===== config.mk =====
export PLATFORM = sky130hd
export DESIGN_NAME = therm_encoder_pipe
export DESIGN_NICKNAME = d
export VERILOG_FILES = /design/src/rtl/flash_adc_pkg.sv /design/src/rtl/bubble_corrector.sv /design/src/rtl/therm_encoder_pipe.sv
export SDC_FILE = /design/constraint.sdc
export NUM_CORES = 1
export LEC_CHECK = 0
export BUFFER_PORTS_ARGS = -buffer_cell sky130_fd_sc_hd__buf_4
export CAP_MARGIN = 5
export CORE_MARGIN = 4
export CORE_UTILIZATION = 45
export CTS_BUF_LIST = sky130_fd_sc_hd__clkbuf_4 sky130_fd_sc_hd__clkbuf_8
export CTS_CLUSTER_DIAMETER = 80
export DETAILED_ROUTE_END_ITERATION = 12
export PLACE_DENSITY = 0.72
export SLEW_MARGIN = 15
export SYNTH_ARGS = -nofsm -noshare
export SYNTH_HDL_FRONTEND = slang
export SYNTH_SLANG_ARGS = --single-unit

===== constraint.sdc =====
create_clock -name clk -period 3.1 [get_ports clk]
set_input_delay 0.62 -clock clk [delete_from_list [all_inputs] [get_ports clk]]
set_output_delay 0.62 -clock clk [all_outputs]
set_load 0.05 [all_outputs]

===== src/rtl/flash_adc_pkg.sv =====
// Shared sizing and helpers for the flash ADC thermometer encoder.
package flash_adc_pkg;

  localparam int unsigned BITS_DEFAULT = 3;
  localparam int unsigned ERRW_DEFAULT = 8;

  // Largest supported code width; popcount is sized for it.
  localparam int unsigned MAX_BITS = 6;
  localparam int unsigned MAX_COMP = (1 << MAX_BITS) - 1;
  localparam int unsigned POPW     = MAX_BITS + 1;

  // Comparator count for a given code width.
  function automatic int unsigned comp_of(input int unsigned bits);
    return (1 << bits) - 1;
  endfunction

  // Population count over the widest comparator bank; narrower banks are zero-extended.
  function automatic logic [POPW-1:0] popcount(input logic [MAX_COMP-1:0] v);
    logic [POPW-1:0] n;
    n = '0;
    for (int i = 0; i < int'(MAX_COMP); i++) begin
      n = n + POPW'(v[i]);
    end
    return n;
  endfunction

endpackage


===== src/rtl/bubble_corrector.sv =====
// Three-input majority bubble correction across a thermometer code.
module bubble_corrector #(
  parameter int unsigned COMP = 7
) (
  input  logic [COMP-1:0] therm,
  output logic [COMP-1:0] corr_c
);

  // Pad below with 1 and above with 0 so the end comparators see fixed neighbours.
  logic [COMP+1:0] ext;

  assign ext = {1'b0, therm, 1'b1};

  for (genvar i = 0; i < int'(COMP); i++) begin : g_maj
    assign corr_c[i] = (ext[i]   & ext[i+1]) |
                       (ext[i]   & ext[i+2]) |
                       (ext[i+1] & ext[i+2]);
  end

endmodule


===== src/rtl/therm_encoder_pipe.sv =====
// Two-stage thermometer-to-binary encoder with bubble correction, error flagging,
// optional hold-last-good on error, and a saturating error counter.
module therm_encoder_pipe
  import flash_adc_pkg::*;
#(
  parameter int unsigned BITS         = BITS_DEFAULT,
  parameter int unsigned ERRW         = ERRW_DEFAULT,
  parameter bit          HOLD_DEFAULT = 1'b0
) (
  input  logic                          clk,
  input  logic                          rst,
  input  logic [comp_of(BITS)-1:0]      therm,
  input  logic                          in_valid,
  input  logic                          hold_en,
  input  logic                          err_clr,
  output logic [BITS-1:0]               code,
  output logic                          out_valid,
  output logic                          err,
  output logic                          ovr,
  output logic [ERRW-1:0]               err_cnt
);

  localparam int unsigned COMP = comp_of(BITS);

  // ---------------------------------------------------------------- stage 1
  logic [COMP-1:0] corr_c;
  logic            raw_err_c;

  logic            s1_valid;
  logic [COMP-1:0] s1_corr;
  logic            s1_err;
  logic            hold_q;

  bubble_corrector #(.COMP(COMP)) u_bubble (
    .therm  (therm),
    .corr_c (corr_c)
  );

  // A clean code is 0..01..1; adding one then leaves no bit shared with the input.
  assign raw_err_c = |(therm & COMP'(therm + COMP'(1)));

  always_ff @(posedge clk) begin
    if (rst) begin
      s1_valid <= 1'b0;
      s1_corr  <= '0;
      s1_err   <= 1'b0;
      hold_q   <= HOLD_DEFAULT;
    end else begin
      s1_valid <= in_valid;
      hold_q   <= hold_en;
      if (in_valid) begin
        s1_corr <= corr_c;
        s1_err  <= raw_err_c;
      end
    end
  end

  // ---------------------------------------------------------------- stage 2
  logic [BITS-1:0] pop_c;
  logic [BITS-1:0] code_nx_c;
  logic [BITS-1:0] last_good;

  // Corrected popcount, or the last good code when holding over an error sample.
  always_comb begin
    pop_c     = BITS'(popcount(MAX_COMP'(s1_corr)));
    code_nx_c = pop_c;
    if (s1_err && hold_q) begin
      code_nx_c = last_good;
    end
  end

  always_ff @(posedge clk) begin
    if (rst) begin
      out_valid <= 1'b0;
      code      <= '0;
      err       <= 1'b0;
      ovr       <= 1'b0;
      last_good <= '0;
    end else begin
      out_valid <= s1_valid;
      if (s1_valid) begin
        code <= code_nx_c;
        err  <= s1_err;
        ovr  <= (code_nx_c == BITS'(COMP));
        if (!s1_err) begin
          last_good <= pop_c;
        end
      end
    end
  end

  // Clear takes priority over a coincident error.
  always_ff @(posedge clk) begin
    if (rst) begin
      err_cnt <= '0;
    end else if (err_clr) begin
      err_cnt <= '0;
    end else if (s1_valid && s1_err && (err_cnt != {ERRW{1'b1}})) begin
      err_cnt <= err_cnt + ERRW'(1);
    end
  end

endmodule

# Word-level counts from Yosys, hierarchy flattened
# Cells that the tools add are included.
[word_totals]
reg_bits = 27
input_bits = 12
output_inout_bits = 14
elab_cells = 52
[classes]
add_sub_neg = 8
n_eq_ne = 2
muxes = 1
n_bitwise = 25
n_reduce_logical = 6
[ops]
columns = ["cell", "n"]
rows = [
  ["$add 3x1->3", 4],
  ["$or 1x1->1", 12],
  ["$and 1x1->1", 11],
  ["$add 8x1->8 const B", 1],
  ["$ne 8x8->1 const B", 1],
  ["$add 7x1->7 const B", 1],
  ["$and 7x7->7", 1],
  ["$reduce_or 7->1", 1],
  ["$add 2x1->3", 1],
  ["$eq 3x3->1 const B", 1],
  ["$logic_and 1x1->1", 3],
  ["$mux 3", 1],
  ["$add 1x1->2", 1],
  ["$reduce_and 2->1", 1],
  ["$reduce_or 2->1", 1],
  ["$not 1->1", 1],
]

# Depth between registers and ports, before layout
# Gate-level depths: netlist of the first run.
[depth]
word_depth = 8
depth_mapped = 8
ltp_nobuf = 8

# By module
# A second synthesis of the first run with hierarchy kept.
[unflattened]
cells_unflattened = 140
area_unflattened_um2 = 1297.5
[by_module_without_submodules]
columns = ["mod", "n_inst", "cells_each", "area_per_inst_um2", "seq_area_each_um2"]
rows = [
  ["therm_encoder_pipe", 1, 133, 1228.7, 540.5],
  ["bubble_corrector", 1, 7, 68.8, 0.0],
]

# Worst setup path after synthesis of the first run
# Ideal clock, no wire load.
[synth_timing]
path_type = "register to register"
start = "register s1_corr[0]"
end = "register ovr"
setup_time_ns = 0.086
t_arrival_ns = 2.560
t_required_ns = 3.014
slack_ns = 0.454
stages_incl_launch_ff = 9
path_buffers = 0
synth_period_minus_slack_ns = 2.646
path_cell_list = "dfxtp_1 -> inv_1 -> fa_1 -> fa_1 -> inv_1 -> fa_1 -> fa_1 -> a41oi_1 -> a211oi_1"
[synth_between]
elab_chain_len = 8
[synth_rtl]
columns = ["item", "line", "rtl"]
rows = [
  ["from (decl)", "therm_encoder_pipe.sv:30", "logic [COMP-1:0] s1_corr;"],
  ["from (signal assigned)", "therm_encoder_pipe.sv:52", "s1_corr <= corr_c;"],
  ["$add 1x1->2", "flash_adc_pkg.sv:22", "n = n + POPW'(v[i]);"],
  ["$add 2x1->3", "flash_adc_pkg.sv:22", ""],
  ["$add 3x1->3 (4 in series)", "flash_adc_pkg.sv:22", ""],
  ["named net pop_c[1]", "therm_encoder_pipe.sv:59", "logic [BITS-1:0] pop_c;"],
  ["$mux 3", "therm_encoder_pipe.sv:67", "if (s1_err && hold_q) begin"],
  ["$eq 3x3->1", "therm_encoder_pipe.sv:84", "ovr <= (code_nx_c == BITS'(COMP));"],
  ["to (signal assigned)", "therm_encoder_pipe.sv:84", ""],
  ["to (decl)", "therm_encoder_pipe.sv:19", "output logic ovr,"],
]
# The timed path passes the listed nets, and every way through them passes these cells.
# A chain may end at the register's enable or synchronous reset.

# Worst setup path after layout of the first run
# Same ends and word-level chain as after synthesis.

==> results of run 1 <==
-- Yosys cell counts --
library cell,instances
dfxtp_1,27
nor2_1,22
nand2_1,12
inv_1,10
a311oi_1,9
nand3_1,7
o21ai_0,7
clkbuf_1,6
a21oi_1,4
fa_1,4
mux2i_1,4
nor2b_1,4
a211oi_1,3
xnor2_1,3
nand2b_1,2
o31ai_1,2
or4_1,2
a2111oi_0,1
a21o_4,1
a31o_2,1
a41oi_1,1
and3_1,1
and4_4,1
ha_1,1
nand2_2,1
nor4_1,1
nor4b_1,1
o211ai_1,1
o41ai_1,1
or2_2,1
xor2_1,1
-- flip-flops by register name, indices dropped and copies added (netlist names) --
register and count:
s1_valid 1, ovr 1, hold_q 1, last_good 3, err_cnt 8, s1_err 1
s1_corr 7, err 1, code 3, out_valid 1
-- layout make-up --
class | instances | area, sq um | area share [%]
tap | 30 | 37.5 | 2.52
clock inverter | 1 | 5.00 | 0.336
multi-input combinational | 99 | 657 | 44.2
inverter | 10 | 37.5 | 2.52
clock buffer | 3 | 22.5 | 1.51
sequential | 27 | 541 | 36.3
timing repair buffer | 25 | 188 | 12.6
-- how the worst min path moves through the flow --
stage / start / endpoint / slack (ps) / cells past startpoint
floorplan: s1_corr[6]$_SDFFE_PP0P_ / s1_corr[6]$_SDFFE_PP0P_ / 450 / 2
global placement: err$_SDFFE_PP0P_ / err$_SDFFE_PP0P_ / 460 / 2
detailed placement: err$_SDFFE_PP0P_ / err$_SDFFE_PP0P_ / 470 / 2
CTS: err$_SDFFE_PP0P_ / err$_SDFFE_PP0P_ / 490 / 2
global route: hold_en / hold_q$_SDFF_PP0_ / 480 / 2
finish: err$_SDFFE_PP0P_ / err$_SDFFE_PP0P_ / 480 / 2
-- power groups by stage --
stage	clock, mW	combinational, mW	sequential (mW)
2_1_floorplan	0	0.0696	0.400
3_3_place_gp	0	0.121	0.385
3_5_place_dp	0	0.124	0.386
4_1_cts	0.157	0.124	0.378
5_1_grt	0.166	0.139	0.380
6_report	0.149	0.122	0.378
-- critical path, stage by stage (launching register included) --
cell	delay [ps]
dfxtp_1	360
inv_1	60
fa_1	480
fa_1	480
inv_1	50
fa_1	370
fa_1	540
a41oi_1	120
a211oi_1	220
-- per-layer routing --
layer	global-route usage [%]	wire length, um	up-vias
met5	0	0	-
met4	7.43	41	0
met3	2.77	103	4
met2	26.1	1210	22
met1	16.4	1070	491
li1	-	-	551
-- cells by family (layout without fill, tap and decap cells) --
group	Yosys count	in the layout	synth area share [%]
buffers and inverters	16	39	4.78
flip-flops	27	27	43.0
AO/OA/AOI/OAI	31	31	18.2
multiplexers	4	4	3.18
AND/OR/NAND/NOR	55	55	20.7
XOR/XNOR	4	4	2.79
adder cells (fa/ha/maj)	5	5	7.36
==> results.json, run 1 <==
{
  "hold_slack_ps": 481,
  "fin_nets": 183,
  "wl_per_cell_um": 12.5,
  "n_fill_cell": 239,
  "period_minus_slack_ps": 2740,
  "synthesis.nets": 159,
  "gp_congestion": 0.853,
  "antenna_found_initial": 0,
  "vias_per_cell": 5.48,
  "globalRouteOverflowTotal": 0,
  "rsz0062_at_grt": "no",
  "final-instance-count-excl-fill": 195,
  "die-area_sq_um": 3700,
  "r2r-end": "ovr$_SDFFE_PP0P_",
  "crit_start": "s1_corr[0]$_SDFFE_PP0P_",
  "fmax_mhz": 365,
  "synth.largest_area_cell": "dfxtp_1",
  "vdd_ir_drop_max_uv": 263,
  "clock_latency_ps": 320,
  "synth_warnings": 0,
  "status": "finished clean",
  "htreeDepth": 1,
  "postLayoutSetupSlackWorst_ps": 363,
  "leakagePower_nw": 0.587,
  "die_x_um": 60.9,
  "post-cts-setup-buffers": 0,
  "root_buffer": "clkbuf_4",
  "slew_violations": 0,
  "cts_tree": "done",
  "cts_buffers": 3,
  "n_antenna_cell": 0,
  "p_int_mw": 0.463,
  "reg2regPathDepth": 8,
  "drive_above_1_share_pct": 20.6,
  "start_util_pct": 49.0,
  "placed_area_sq_um": 1460,
  "synth-seq-cells": 27,
  "endpoint": "ovr$_SDFFE_PP0P_",
  "yosys-top-cells-area": "dfxtp_1 43%, nor2_1 6.6%, fa_1 6.4%, a311oi_1 6.3%, nand2_1 3.6%",
  "cp.arrival_ps": 2990,
  "drc_errors": 0,
  "path_clk_slew_ps": 140,
  "grt.total_usage_pct": 14.6,
  "syn_area_per_cell_sq_um": 8.86,
  "worstMarginPinSlew_ps": 489,
  "clockBufferDepth": 2,
  "p_clk_share_pct": 23.0,
  "hold_buffers": 0,
  "post-route-period-util_pct": 88.3,
  "syn_to_final_growth_pct": 18.3,
  "ant_nets": 0,
  "start_kind": "flop",
  "p_sw_mw": 0.187,
  "rows": 18,
  "drtPass1Iterations": 4,
  "netlist_area_sq_um": 1260,
  "io_buffers": 25,
  "required_ps": 3350,
  "timing.slew.headroom_pct": 66.5,
  "setup_viol": 0,
  "worstSetupPathType": "flop to flop",
  "fin_area_sq_um": 1490,
  "seqPwrFrac_pct": 58.2,
  "comb_power_share_pct": 18.9,
  "cts_sinks": 27,
  "die_h_um": 60.9,
  "dpl.cell_count": 191,
  "fin_util_pct": 57.9,
  "grt_pass1_vias": 952,
  "cap_violations": 0,
  "min_path_type": "flop to flop",
  "num_vias": 1068,
  "grt_max_degree": 22,
  "ios": 26,
  "total_power_mw": 0.649,
  "most-common-layout-cells": "27 x dfxtp_1, 25 x buf_4, 22 x nor2_1, 12 x nand2_1, 10 x inv_1",
  "tns_ps": 0,
  "power_density_nw_per_um2": 436,
  "synthCells": 142,
  "grt_pass1_wl_um": 4030,
  "cts-resized-gates": 0,
  "synth_top_area_share_pct": 43.0,
  "ys_types": 31,
  "r2r_start": "s1_corr[0]$_SDFFE_PP0P_",
  "mostFrequentLayoutCell": "dfxtp_1",
  "pre_cts_slack_ps": 372,
  "timing.reg2reg.setup_slack_ps": 360,
  "detailed_place_hpwl_um": 1880,
  "p_sw_share_pct": 28.8,
  "path_max_fanout": 3,
  "ys_seq_area_share_pct": 43.0,
  "hold_violations": 0,
  "drtIter0Drc": 41,
  "placeableCoreArea_sq_um": 2570,
  "skew_ps": 4.76,
  "drt_wl_total_um": 2430,
  "endpoint_kind": "flop"
}
No activity file was read; power rests on OpenSTA's default activity.
==> run 2: changes to the inputs <==
--- a/config.mk
+++ b/config.mk
@@ -5,14 +5,15 @@
 export SDC_FILE = /design/constraint.sdc
 export NUM_CORES = 1
 export LEC_CHECK = 0
+export ABC_CLOCK_PERIOD_IN_PS = 2700
 export BUFFER_PORTS_ARGS = -buffer_cell sky130_fd_sc_hd__buf_4
 export CAP_MARGIN = 5
 export CORE_MARGIN = 4
-export CORE_UTILIZATION = 45
+export CORE_UTILIZATION = 32
 export CTS_BUF_LIST = sky130_fd_sc_hd__clkbuf_4 sky130_fd_sc_hd__clkbuf_8
 export CTS_CLUSTER_DIAMETER = 80
 export DETAILED_ROUTE_END_ITERATION = 12
-export PLACE_DENSITY = 0.72
+export PLACE_DENSITY = 0.55
 export SLEW_MARGIN = 15
 export SYNTH_ARGS = -nofsm -noshare
 export SYNTH_HDL_FRONTEND = slang
==> constraint.sdc (replaced) <==
create_clock -name clk -period 2.7 [get_ports clk]
set_input_delay 0.54 -clock clk [delete_from_list [all_inputs] [get_ports clk]]
set_output_delay 0.54 -clock clk [all_outputs]
set_load 0.05 [all_outputs]
==> results.json, run 2 (synthesis gave the netlist of run 1 again) <==
{
  "status": "finished, violations left",
  "violations": "setup timing",
  "p_clk_share_pct": 27.5,
  "cts_buffers": 3,
  "ios": 26,
  "htreeDepth": 1,
  "grt_pass1_vias": 984,
  "skew_ps": 9.27,
  "seqPwrFrac_pct": 52.4,
  "rows": 22,
  "antenna_found_initial": 0,
  "hold_violations": 0,
  "n_fill_cell": 396,
  "cap_violations": 0,
  "top_register": "err_cnt",
  "dpl.cell_count": 209,
  "drtPass1Iterations": 4,
  "slowest_stage": "fa_2",
  "cts_sinks": 27,
  "drtIter0Drc": 35,
  "detailed_place_hpwl_um": 1840,
  "period_minus_slack_ps": 2750,
  "cpPeakStageDelay_ps": 580,
  "io_buffers": 25,
  "tns_ps": -49.7,
  "vdd_ir_drop_max_uv": 207,
  "slew_violations": 0,
  "setup_viol": 1,
  "drive_above_1_share_pct": 26.9,
  "path_clk_slew_ps": 100,
  "syn_to_final_growth_pct": 25.2,
  "register_area_sq_um": 544,
  "die_x_um": 70.7,
  "most-common-layout-cells": "27 x buf_4, 24 x dfxtp_1, 22 x nor2_1, 12 x nand2_1, 9 x inv_1",
  "postLayoutSetupSlackWorst_ps": -49.7,
  "placeableCoreArea_sq_um": 3720,
  "grt_max_degree": 22,
  "comb_power_share_pct": 20.1,
  "rsz0062_at_grt": "yes",
  "required_ps": 2900,
  "vias_per_cell": 5.04,
  "p_int_mw": 0.595,
  "grt_pass1_wl_um": 4350,
  "num_vias": 1084,
  "hold_slack_ps": 471,
  "fmax_mhz": 364,
  "fin_nets": 185,
  "globalRouteOverflowTotal": 0,
  "worstSetupPathType": "flop to flop",
  "p_sw_mw": 0.236,
  "pre_cts_slack_ps": -71.8,
  "ant_nets": 0,
  "endpoint_kind": "flop",
  "start_kind": "flop",
  "cts_tree": "done",
  "post-route-period-util_pct": 102,
  "final-instance-count-excl-fill": 215,
  "mostFrequentLayoutCell": "buf_4",
  "largest_register_ffs": 8,
  "wl_per_cell_um": 12.0,
  "p_sw_share_pct": 28.4,
  "n_antenna_cell": 0,
  "power_density_nw_per_um2": 528,
  "die_h_um": 70.7,
  "gp_congestion": 0.873,
  "clock_latency_ps": 270,
  "multi_input_comb_area_sq_um": 681,
  "cp.arrival_ps": 2950,
  "leakagePower_nw": 0.600,
  "path_max_fanout": 3,
  "start_util_pct": 33.8,
  "crit_chain": "inv_2 -> fa_1 -> fa_1 -> inv_1 -> fa_2 -> fa_2 -> a41oi_2 -> a211oi_2",
  "clockBufferDepth": 2,
  "fin_util_pct": 42.4,
  "root_buffer": "clkbuf_8",
  "die-area_sq_um": 5000,
  "worstMarginPinSlew_ps": 470,
  "drt_wl_total_um": 2580,
  "timing.slew.headroom_pct": 67.9,
  "drc_errors": 0,
  "min_path_type": "primary input to flop",
  "top_regs": "err_cnt x8, s1_corr x7",
  "grt.total_usage_pct": 10.4
}
==> run 2: changes by cell type in the layout (fill, tap and decap cells not counted), sizes merged <==
cell	previous run	this run
buf	25	27
clkinv	1	0
clkinvlp	0	1
==> run 2: worst paths after layout <==
check                                        startpoint                       to  slack (ps)  cells past startpoint
worst max-delay path            s1_corr[3]$_SDFFE_PP0P_         ovr$_SDFFE_PP0P_         -50                      8
worst min-delay path                            hold_en        hold_q$_SDFF_PP0_         470                      2
worst max register to register  s1_corr[3]$_SDFFE_PP0P_         ovr$_SDFFE_PP0P_         -50                      8
worst min register to register  s1_corr[6]$_SDFFE_PP0P_  s1_corr[6]$_SDFFE_PP0P_         480                      2
==> run 2: per-stage QoR <==
step	total power, mW	instance area [sq um]
2_1_floorplan	0.539	1260
3_3_place_gp	0.583	1480
3_5_place_dp	0.585	1480
4_1_cts	0.817	1540
5_1_grt	0.880	1570
6_report	0.831	1570
==> run 2: layout make-up <==
cell class                 count  share of cell area (%)
timing repair buffer          27                    12.9
inverter                      10                    2.38
sequential                    27                    34.6
multi-input combinational     99                    43.2
clock buffer                   3                    2.62
tap                           48                    3.82
clock inverter                 1                   0.477
==> run 2: per-layer routing <==
| metal | GRT usage (%) | share of wire [%] |
|---|---|---|
| met3 | 2.41 | 4.1 |
| met2 | 16.6 | 47 |
| met5 | 0 | 0 |
| met4 | 3.76 | 1.0 |
| met1 | 13.9 | 48 |
==> run 2: power by group through the flow <==
stage | combinational [mW] | clock, mW | sequential [mW]
after floorplan | 0.0799 | 0 | 0.459
after CTS | 0.144 | 0.238 | 0.435
final | 0.167 | 0.229 | 0.435
after global routing | 0.182 | 0.259 | 0.439
after global placement | 0.140 | 0 | 0.443
after detailed placement | 0.141 | 0 | 0.444
==> run 2: what timing repair did <==
item	CTS	global route
buffers inserted	0	2
resized for setup	2	7
endpoints found under the setup margin	2	2
pin swaps	2	5
hold buffers	0	0
==> run 2: critical path: cells and delay by family, from the launching register on <==
| kind | cells | cell delay, ps |
|---|---|---|
| DFF | 1 | 340 |
| AOI/OAI and AO/OA | 2 | 360 |
| buffers and inverters | 2 | 90 |
| adders and majority gates | 4 | 1890 |
